[src/rtl/mem_port_arbiter_if.sv]
// Handshake bundle between the fetch/data requesters, the shared data memory and the arbiter.
// The master modport is the arbiter side; slave is the requester/memory environment.
interface mem_port_arbiter_if #(
   parameter int ADDR_W = 64
);
   logic              if_req;
   logic [ADDR_W-1:0] if_addr;
   logic              if_ack;
   logic [31:0]       if_rdata;
   logic              d_req;
   logic              d_we;
   logic [ADDR_W-1:0] d_addr;
   logic [63:0]       d_wdata;
   logic              d_ack;
   logic [63:0]       d_rdata;
   logic              bus_err;
   logic              mem_en;
   logic              mem_we;
   logic [ADDR_W-1:0] mem_addr;
   logic [63:0]       mem_wdata;
   logic [63:0]       mem_rdata;
   logic              mem_ready;
   logic              stall;

   modport master (
      input  if_req, if_addr, d_req, d_we, d_addr, d_wdata, mem_rdata, mem_ready,
      output if_ack, if_rdata, d_ack, d_rdata, bus_err, mem_en, mem_we, mem_addr,
             mem_wdata, stall
   );

   modport slave (
      output if_req, if_addr, d_req, d_we, d_addr, d_wdata, mem_rdata, mem_ready,
      input  if_ack, if_rdata, d_ack, d_rdata, bus_err, mem_en, mem_we, mem_addr,
             mem_wdata, stall
   );
endinterface

[src/rtl/mem_port_arbiter.sv]
// Serializes fetch and load/store accesses onto the single-port data memory with a per-access timeout.
// Define MEMARB_RR_EN for round-robin tie-breaking; otherwise data always wins ties.
module mem_port_arbiter #(
   parameter int ADDR_W  = 64,
   parameter int TIMEOUT = 15
) (
   input  logic                  clock,
   input  logic                  reset,
   mem_port_arbiter_if.master    bus
);
   localparam int CNT_W = $clog2(TIMEOUT + 1);
   localparam logic [CNT_W-1:0] CNT_MAX = CNT_W'(TIMEOUT);

   typedef enum logic [1:0] {IDLE, FETCH, DATA, DONE} state_t;

   state_t           state;
   logic [CNT_W-1:0] wait_cnt;
   logic             grant_data;
   logic [31:0]      fetch_lane;

`ifdef MEMARB_RR_EN
   logic last_data;

   // A tie goes to fetch when data won last time, so consecutive ties alternate.
   always_comb begin
      grant_data = bus.d_req & ~(bus.if_req & last_data);
   end
`else
   always_comb begin
      grant_data = bus.d_req;
   end
`endif

   always_comb begin
      fetch_lane = bus.mem_addr[2] ? bus.mem_rdata[63:32] : bus.mem_rdata[31:0];
   end

   assign bus.stall = (bus.if_req & ~bus.if_ack) | (bus.d_req & ~bus.d_ack);

   always_ff @(posedge clock or posedge reset) begin
      if (reset) begin
         state         <= IDLE;
         wait_cnt      <= '0;
         bus.if_ack    <= 1'b0;
         bus.d_ack     <= 1'b0;
         bus.bus_err   <= 1'b0;
         bus.mem_en    <= 1'b0;
         bus.mem_we    <= 1'b0;
         bus.mem_addr  <= '0;
         bus.mem_wdata <= '0;
         bus.if_rdata  <= '0;
         bus.d_rdata   <= '0;
`ifdef MEMARB_RR_EN
         last_data     <= 1'b1;
`endif
      end else begin
         case (state)
            IDLE: begin
               if (bus.if_req || bus.d_req) begin
                  state         <= grant_data ? DATA : FETCH;
                  wait_cnt      <= '0;
                  bus.mem_en    <= 1'b1;
                  // mem_we doubles as the latched d_we for the rest of the access
                  bus.mem_we    <= grant_data & bus.d_we;
                  bus.mem_addr  <= grant_data ? bus.d_addr : (bus.if_addr & ~ADDR_W'(3));
                  bus.mem_wdata <= bus.d_wdata;
`ifdef MEMARB_RR_EN
                  last_data     <= grant_data;
`endif
               end
            end
            FETCH, DATA: begin
               if (bus.mem_ready || wait_cnt == CNT_MAX) begin
                  state       <= DONE;
                  bus.mem_en  <= 1'b0;
                  bus.mem_we  <= 1'b0;
                  bus.bus_err <= ~bus.mem_ready;
                  bus.if_ack  <= (state == FETCH);
                  bus.d_ack   <= (state == DATA);
                  if (state == FETCH)
                     bus.if_rdata <= bus.mem_ready ? fetch_lane : '0;
                  else
                     bus.d_rdata <= (bus.mem_ready && !bus.mem_we) ? bus.mem_rdata : '0;
               end else begin
                  wait_cnt <= wait_cnt + 1'b1;
               end
            end
            DONE: begin
               state       <= IDLE;
               bus.if_ack  <= 1'b0;
               bus.d_ack   <= 1'b0;
               bus.bus_err <= 1'b0;
            end
            default: state <= IDLE;
         endcase
      end
   end
endmodule

[src/flat_wrapper.sv]
// flat-port wrapper written by rule: the top's interface ports become plain ports
module mem_port_arbiter_flat 
#(
   parameter int ADDR_W  = 64,
   parameter int TIMEOUT = 15
)
  (clock, reset, bus_if_req, bus_if_addr, bus_d_req, bus_d_we, bus_d_addr, bus_d_wdata, bus_mem_rdata, bus_mem_ready, bus_if_ack, bus_if_rdata, bus_d_ack, bus_d_rdata, bus_bus_err, bus_mem_en, bus_mem_we, bus_mem_addr, bus_mem_wdata, bus_stall);
  mem_port_arbiter_if #(.ADDR_W(ADDR_W)) bus_i ();
  input  logic clock;
  input  logic reset;
  input wire logic [$bits(bus_i.if_req)-1:0] bus_if_req;
  input wire logic [$bits(bus_i.if_addr)-1:0] bus_if_addr;
  input wire logic [$bits(bus_i.d_req)-1:0] bus_d_req;
  input wire logic [$bits(bus_i.d_we)-1:0] bus_d_we;
  input wire logic [$bits(bus_i.d_addr)-1:0] bus_d_addr;
  input wire logic [$bits(bus_i.d_wdata)-1:0] bus_d_wdata;
  input wire logic [$bits(bus_i.mem_rdata)-1:0] bus_mem_rdata;
  input wire logic [$bits(bus_i.mem_ready)-1:0] bus_mem_ready;
  output wire logic [$bits(bus_i.if_ack)-1:0] bus_if_ack;
  output wire logic [$bits(bus_i.if_rdata)-1:0] bus_if_rdata;
  output wire logic [$bits(bus_i.d_ack)-1:0] bus_d_ack;
  output wire logic [$bits(bus_i.d_rdata)-1:0] bus_d_rdata;
  output wire logic [$bits(bus_i.bus_err)-1:0] bus_bus_err;
  output wire logic [$bits(bus_i.mem_en)-1:0] bus_mem_en;
  output wire logic [$bits(bus_i.mem_we)-1:0] bus_mem_we;
  output wire logic [$bits(bus_i.mem_addr)-1:0] bus_mem_addr;
  output wire logic [$bits(bus_i.mem_wdata)-1:0] bus_mem_wdata;
  output wire logic [$bits(bus_i.stall)-1:0] bus_stall;
  assign bus_i.if_req = bus_if_req;
  assign bus_i.if_addr = bus_if_addr;
  assign bus_i.d_req = bus_d_req;
  assign bus_i.d_we = bus_d_we;
  assign bus_i.d_addr = bus_d_addr;
  assign bus_i.d_wdata = bus_d_wdata;
  assign bus_i.mem_rdata = bus_mem_rdata;
  assign bus_i.mem_ready = bus_mem_ready;
  assign bus_if_ack = bus_i.if_ack;
  assign bus_if_rdata = bus_i.if_rdata;
  assign bus_d_ack = bus_i.d_ack;
  assign bus_d_rdata = bus_i.d_rdata;
  assign bus_bus_err = bus_i.bus_err;
  assign bus_mem_en = bus_i.mem_en;
  assign bus_mem_we = bus_i.mem_we;
  assign bus_mem_addr = bus_i.mem_addr;
  assign bus_mem_wdata = bus_i.mem_wdata;
  assign bus_stall = bus_i.stall;
  mem_port_arbiter #(.ADDR_W(ADDR_W), .TIMEOUT(TIMEOUT)) u_core (.clock(clock), .reset(reset), .bus(bus_i));
endmodule
[config.mk]
export PLATFORM = sky130hd
export DESIGN_NAME = mem_port_arbiter_flat
export DESIGN_NICKNAME = d
export VERILOG_FILES = /design/src/rtl/mem_port_arbiter_if.sv /design/src/rtl/mem_port_arbiter.sv /design/src/flat_wrapper.sv
export SDC_FILE = /design/constraint.sdc
export NUM_CORES = 1
export LEC_CHECK = 0
export ABC_CLOCK_PERIOD_IN_PS = 11650
export BUFFER_PORTS_ARGS = -buffer_cell sky130_fd_sc_hd__buf_2
export CORE_AREA = 2 2 191 193
export DETAILED_ROUTE_END_ITERATION = 7
export DIE_AREA = 0 0 193 195
export PLACE_DENSITY_LB_ADDON = 0.08
export SLEW_MARGIN = 20
export SYNTH_ARGS = -nofsm -noshare
export SYNTH_HDL_FRONTEND = slang
export SYNTH_SLANG_ARGS = --single-unit
[constraint.sdc]
create_clock -name clock -period 11.65 [get_ports clock]
set_input_delay 0.5825 -clock clock [delete_from_list [all_inputs] [get_ports clock]]
set_output_delay 0.5825 -clock clock [all_outputs]
set_load 0.1 [all_outputs]
==> results.json <==
{
  "reg2reg_depth": 6,
  "critical_path_peak_fanout": 99,
  "multiInputGateArea_um2": 3770,
  "detail_route.wirelength_um": 36500,
  "synth.cells.most_frequent": "sky130_fd_sc_hd__dfrtp_1 (235), sky130_fd_sc_hd__o21ai_0 (160), sky130_fd_sc_hd__inv_1 (104)",
  "post_cts_hold_buffer_count": 0,
  "global_route.overflow_total": 0,
  "io_buffer_count": 489,
  "routability_driven_placement_congestion_ratio": 0.769,
  "timing.slew.headroom_pct": 30.3,
  "path_clk_slew_ns": 0.06,
  "crit_path_top_delay_cell": "sky130_fd_sc_hd__buf_4",
  "layout-drive-gt1-share_pct": 45.7,
  "fillers": 3611,
  "detail_route.vias_per_cell": 4.60,
  "yosys_register_bits": 235,
  "postPlaceCellArea_um2": 13200,
  "finalHoldViolCount": 0,
  "syn_area_um2": 10400,
  "final_nets": 1672,
  "avgSynthCellArea_um2": 11.0,
  "worst_slew_pin_slew_ns": 1.05,
  "first_global_vias": 8890,
  "fp-row-count": 69,
  "netlist.top_cell.by_area": "sky130_fd_sc_hd__dfrtp_1",
  "ctsLongestPathBuffers": 3,
  "clock_sinks": 235,
  "grt_max_degree": 105,
  "cp.arrival_ns": 3.69,
  "dieWidth_um": 193,
  "synthesis.nets": 1213,
  "worstReg2RegEnd": "u_core.bus.mem_wdata[48]",
  "grt_pass1_wl_um": 54900,
  "end_kind": "flip-flop",
  "outcome": "completed",
  "ctsHtreeMaxLevel": 1,
  "first_drt_iteration_drcs": 311,
  "crit_chain": "inv_1, ha_1, o21ai_4, buf_4, buf_4, mux2_2",
  "cap_violations": 0,
  "finalCritPeriodShare_pct": 28.1,
  "setup.worst_path.start": "u_core.state[0]",
  "place_inst": 1832,
  "tritoncts": "yes",
  "grt_antenna_before_repair": 4,
  "report.final.slew_viol_count": 0,
  "synthCells": 943,
  "dieArea_um2": 37600,
  "layout.cells.non_filler": 1887,
  "netlist_top_cells_area": "sky130_fd_sc_hd__dfrtp_1 (57%), sky130_fd_sc_hd__mux2_2 (9.2%), sky130_fd_sc_hd__o21ai_0 (7.7%)",
  "clock-root-buffer": "sky130_fd_sc_hd__clkbuf_16",
  "r2r_setup_slk_ns": 8.38,
  "post-synth-top-count-cell": "sky130_fd_sc_hd__dfrtp_1",
  "layout.core_utilization_pct": 40.1,
  "dp_hpwl_um": 26000,
  "critical_path.reg2reg.startpoint": "u_core.state[0]",
  "synth_sequential_area_ratio_pct": 56.7,
  "worstSetupPathType": "flip-flop to flip-flop",
  "finalSetupViolations": 0,
  "clock_insertion_delay_worst_skew_ns": 0.53,
  "crit_path_max_incr_delay_ns": 0.92,
  "startpoint_type": "flip-flop",
  "initial_core_util_pct": 29.3,
  "area_growth_syn_to_layout_pct": 36.8,
  "postRouteAntennaNets": 0,
  "timing.critical_path.to": "u_core.bus.mem_wdata[48]",
  "die_h_um": 195,
  "ys_warn_count": 0,
  "stdcell_area_um2": 14200,
  "timing.critical_path.mode_cell": "sky130_fd_sc_hd__buf_4",
  "via_count": 8681,
  "post-route-min-period_ns": 3.27,
  "tns_ns": 0,
  "post_synth_num_cell_types": 37,
  "fin_skew_ns": 0.00789,
  "drt_pass1_iterations": 4,
  "number_of_enable_flip_flop_cells_after_synthesis": 0,
  "synthArstFlopShare_pct": 100,
  "critical_path_required_ns": 12.07,
  "cts_setup_buffers": 0,
  "seqCellArea_um2": 5880,
  "grtUsageTotal_pct": 18.9,
  "synth_top_area_share_pct": 56.7,
  "total_cts_buffers": 29,
  "routedWlPerCell_um": 19.4,
  "cts_resized": 0,
  "timing.fmax_ghz": 0.306,
  "synth_flop_cell": "sky130_fd_sc_hd__dfrtp_1",
  "ioPinCount": 492,
  "hold_class": "input pin to asynchronous set/reset pin",
  "core_region_area_um2": 35400,
  "grt_setup_unrepaired": "false",
  "post-route-drc-count": 0
}
[registers in the layout, indices dropped and copies added, names as in the netlist]
signal / count
u_core.bus.mem_addr: 64
u_core.bus.d_ack: 1
u_core.wait_cnt: 4
u_core.bus.if_ack: 1
u_core.bus.mem_en: 1
u_core.bus.mem_we: 1
u_core.bus.d_rdata: 64
u_core.bus.mem_wdata: 64
u_core.state: 2
u_core.bus.bus_err: 1
u_core.bus.if_rdata: 32
[cell type report]
class / instances / area share (%)
repair buffers: 501 / 17.9
clock inverters: 12 / 1.35
inverters: 104 / 2.80
multi-input cells: 531 / 26.5
well taps: 461 / 4.06
diodes: 3 / 0.0529
clock buffers: 40 / 5.83
flip-flops and latches: 235 / 41.4
[routing by layer]
layer	global-route usage, %	up-vias	wire, µm
met5	0	-	21
met4	3.23	4	422
met3	4.67	29	2820
met2	32.4	318	18000
met1	24.3	4166	15200
li1	-	4164	-
[worst min-delay path by stage]
stage,start,to,slack (ns),cells past startpoint
floorplan,u_core.wait_cnt[0],u_core.wait_cnt[0],0.48,1
global placement,u_core.bus.mem_addr[24],u_core.bus.mem_addr[24],0.46,2
detailed placement,u_core.bus.mem_addr[17],u_core.bus.mem_addr[17],0.46,2
CTS,reset,u_core.bus.mem_wdata[3],0.21,2
global route,reset,u_core.bus.mem_wdata[3],0.22,2
finish,reset,u_core.bus.mem_wdata[3],0.17,2
[stage by stage]
| stage | setup WS (ns) | hold WS [ns] |
|---|---|---|
| 6_report | 8.38 | 0.165 |
| 5_1_grt | 8.10 | 0.223 |
| 4_1_cts | 8.33 | 0.208 |
| 3_5_place_dp | 8.23 | 0.465 |
| 3_3_place_gp | 8.23 | 0.458 |
| 2_1_floorplan | 4.62 | 0.481 |
[worst max-delay path, delay by kind of cell (launching register included)]
kind / cells / cell delay, ns
DFF: 1 / 0.42
adders and majority gates: 1 / 0.34
muxes: 1 / 0.42
buffers and inverters: 3 / 1.78
AOI/OAI and AO/OA: 1 / 0.09
[cells by family (layout without fill, tap and decap cells)]
logic type / after synthesis / in the layout / share of synthesized area [%]
and+or+nand+nor: 181 / 181 / 8.85
DFF: 235 / 235 / 56.7
buffers and inverters: 177 / 657 / 7.10
adders and majority gates: 8 / 8 / 0.965
muxes: 162 / 162 / 17.2
other: 0 / 3 / 0
AOI/OAI and AO/OA: 180 / 180 / 9.21
[layout by cell type (no fill, tap or decap), drive strengths merged, types with 2 or more instances in the layout]
master / netlist / layout
o21a: 2 / 2
nor2b: 2 / 2
mux2: 98 / 98
and2: 2 / 2
nand2: 67 / 67
nand4: 64 / 64
inv: 104 / 105
o22ai: 2 / 2
a31oi: 2 / 2
buf: 37 / 501
clkinv: 0 / 6
nor2: 2 / 2
ha: 8 / 8
diode: 0 / 3
o21ai: 161 / 161
nand3: 38 / 38
a32o: 2 / 2
a21oi: 3 / 3
dfrtp: 235 / 235
bufinv: 0 / 5
mux2i: 64 / 64
a41oi: 2 / 2
clkbuf: 36 / 40
Power is not shown: default switching activity piles up to over one toggle a cycle in this logic, so the estimate is an artifact.
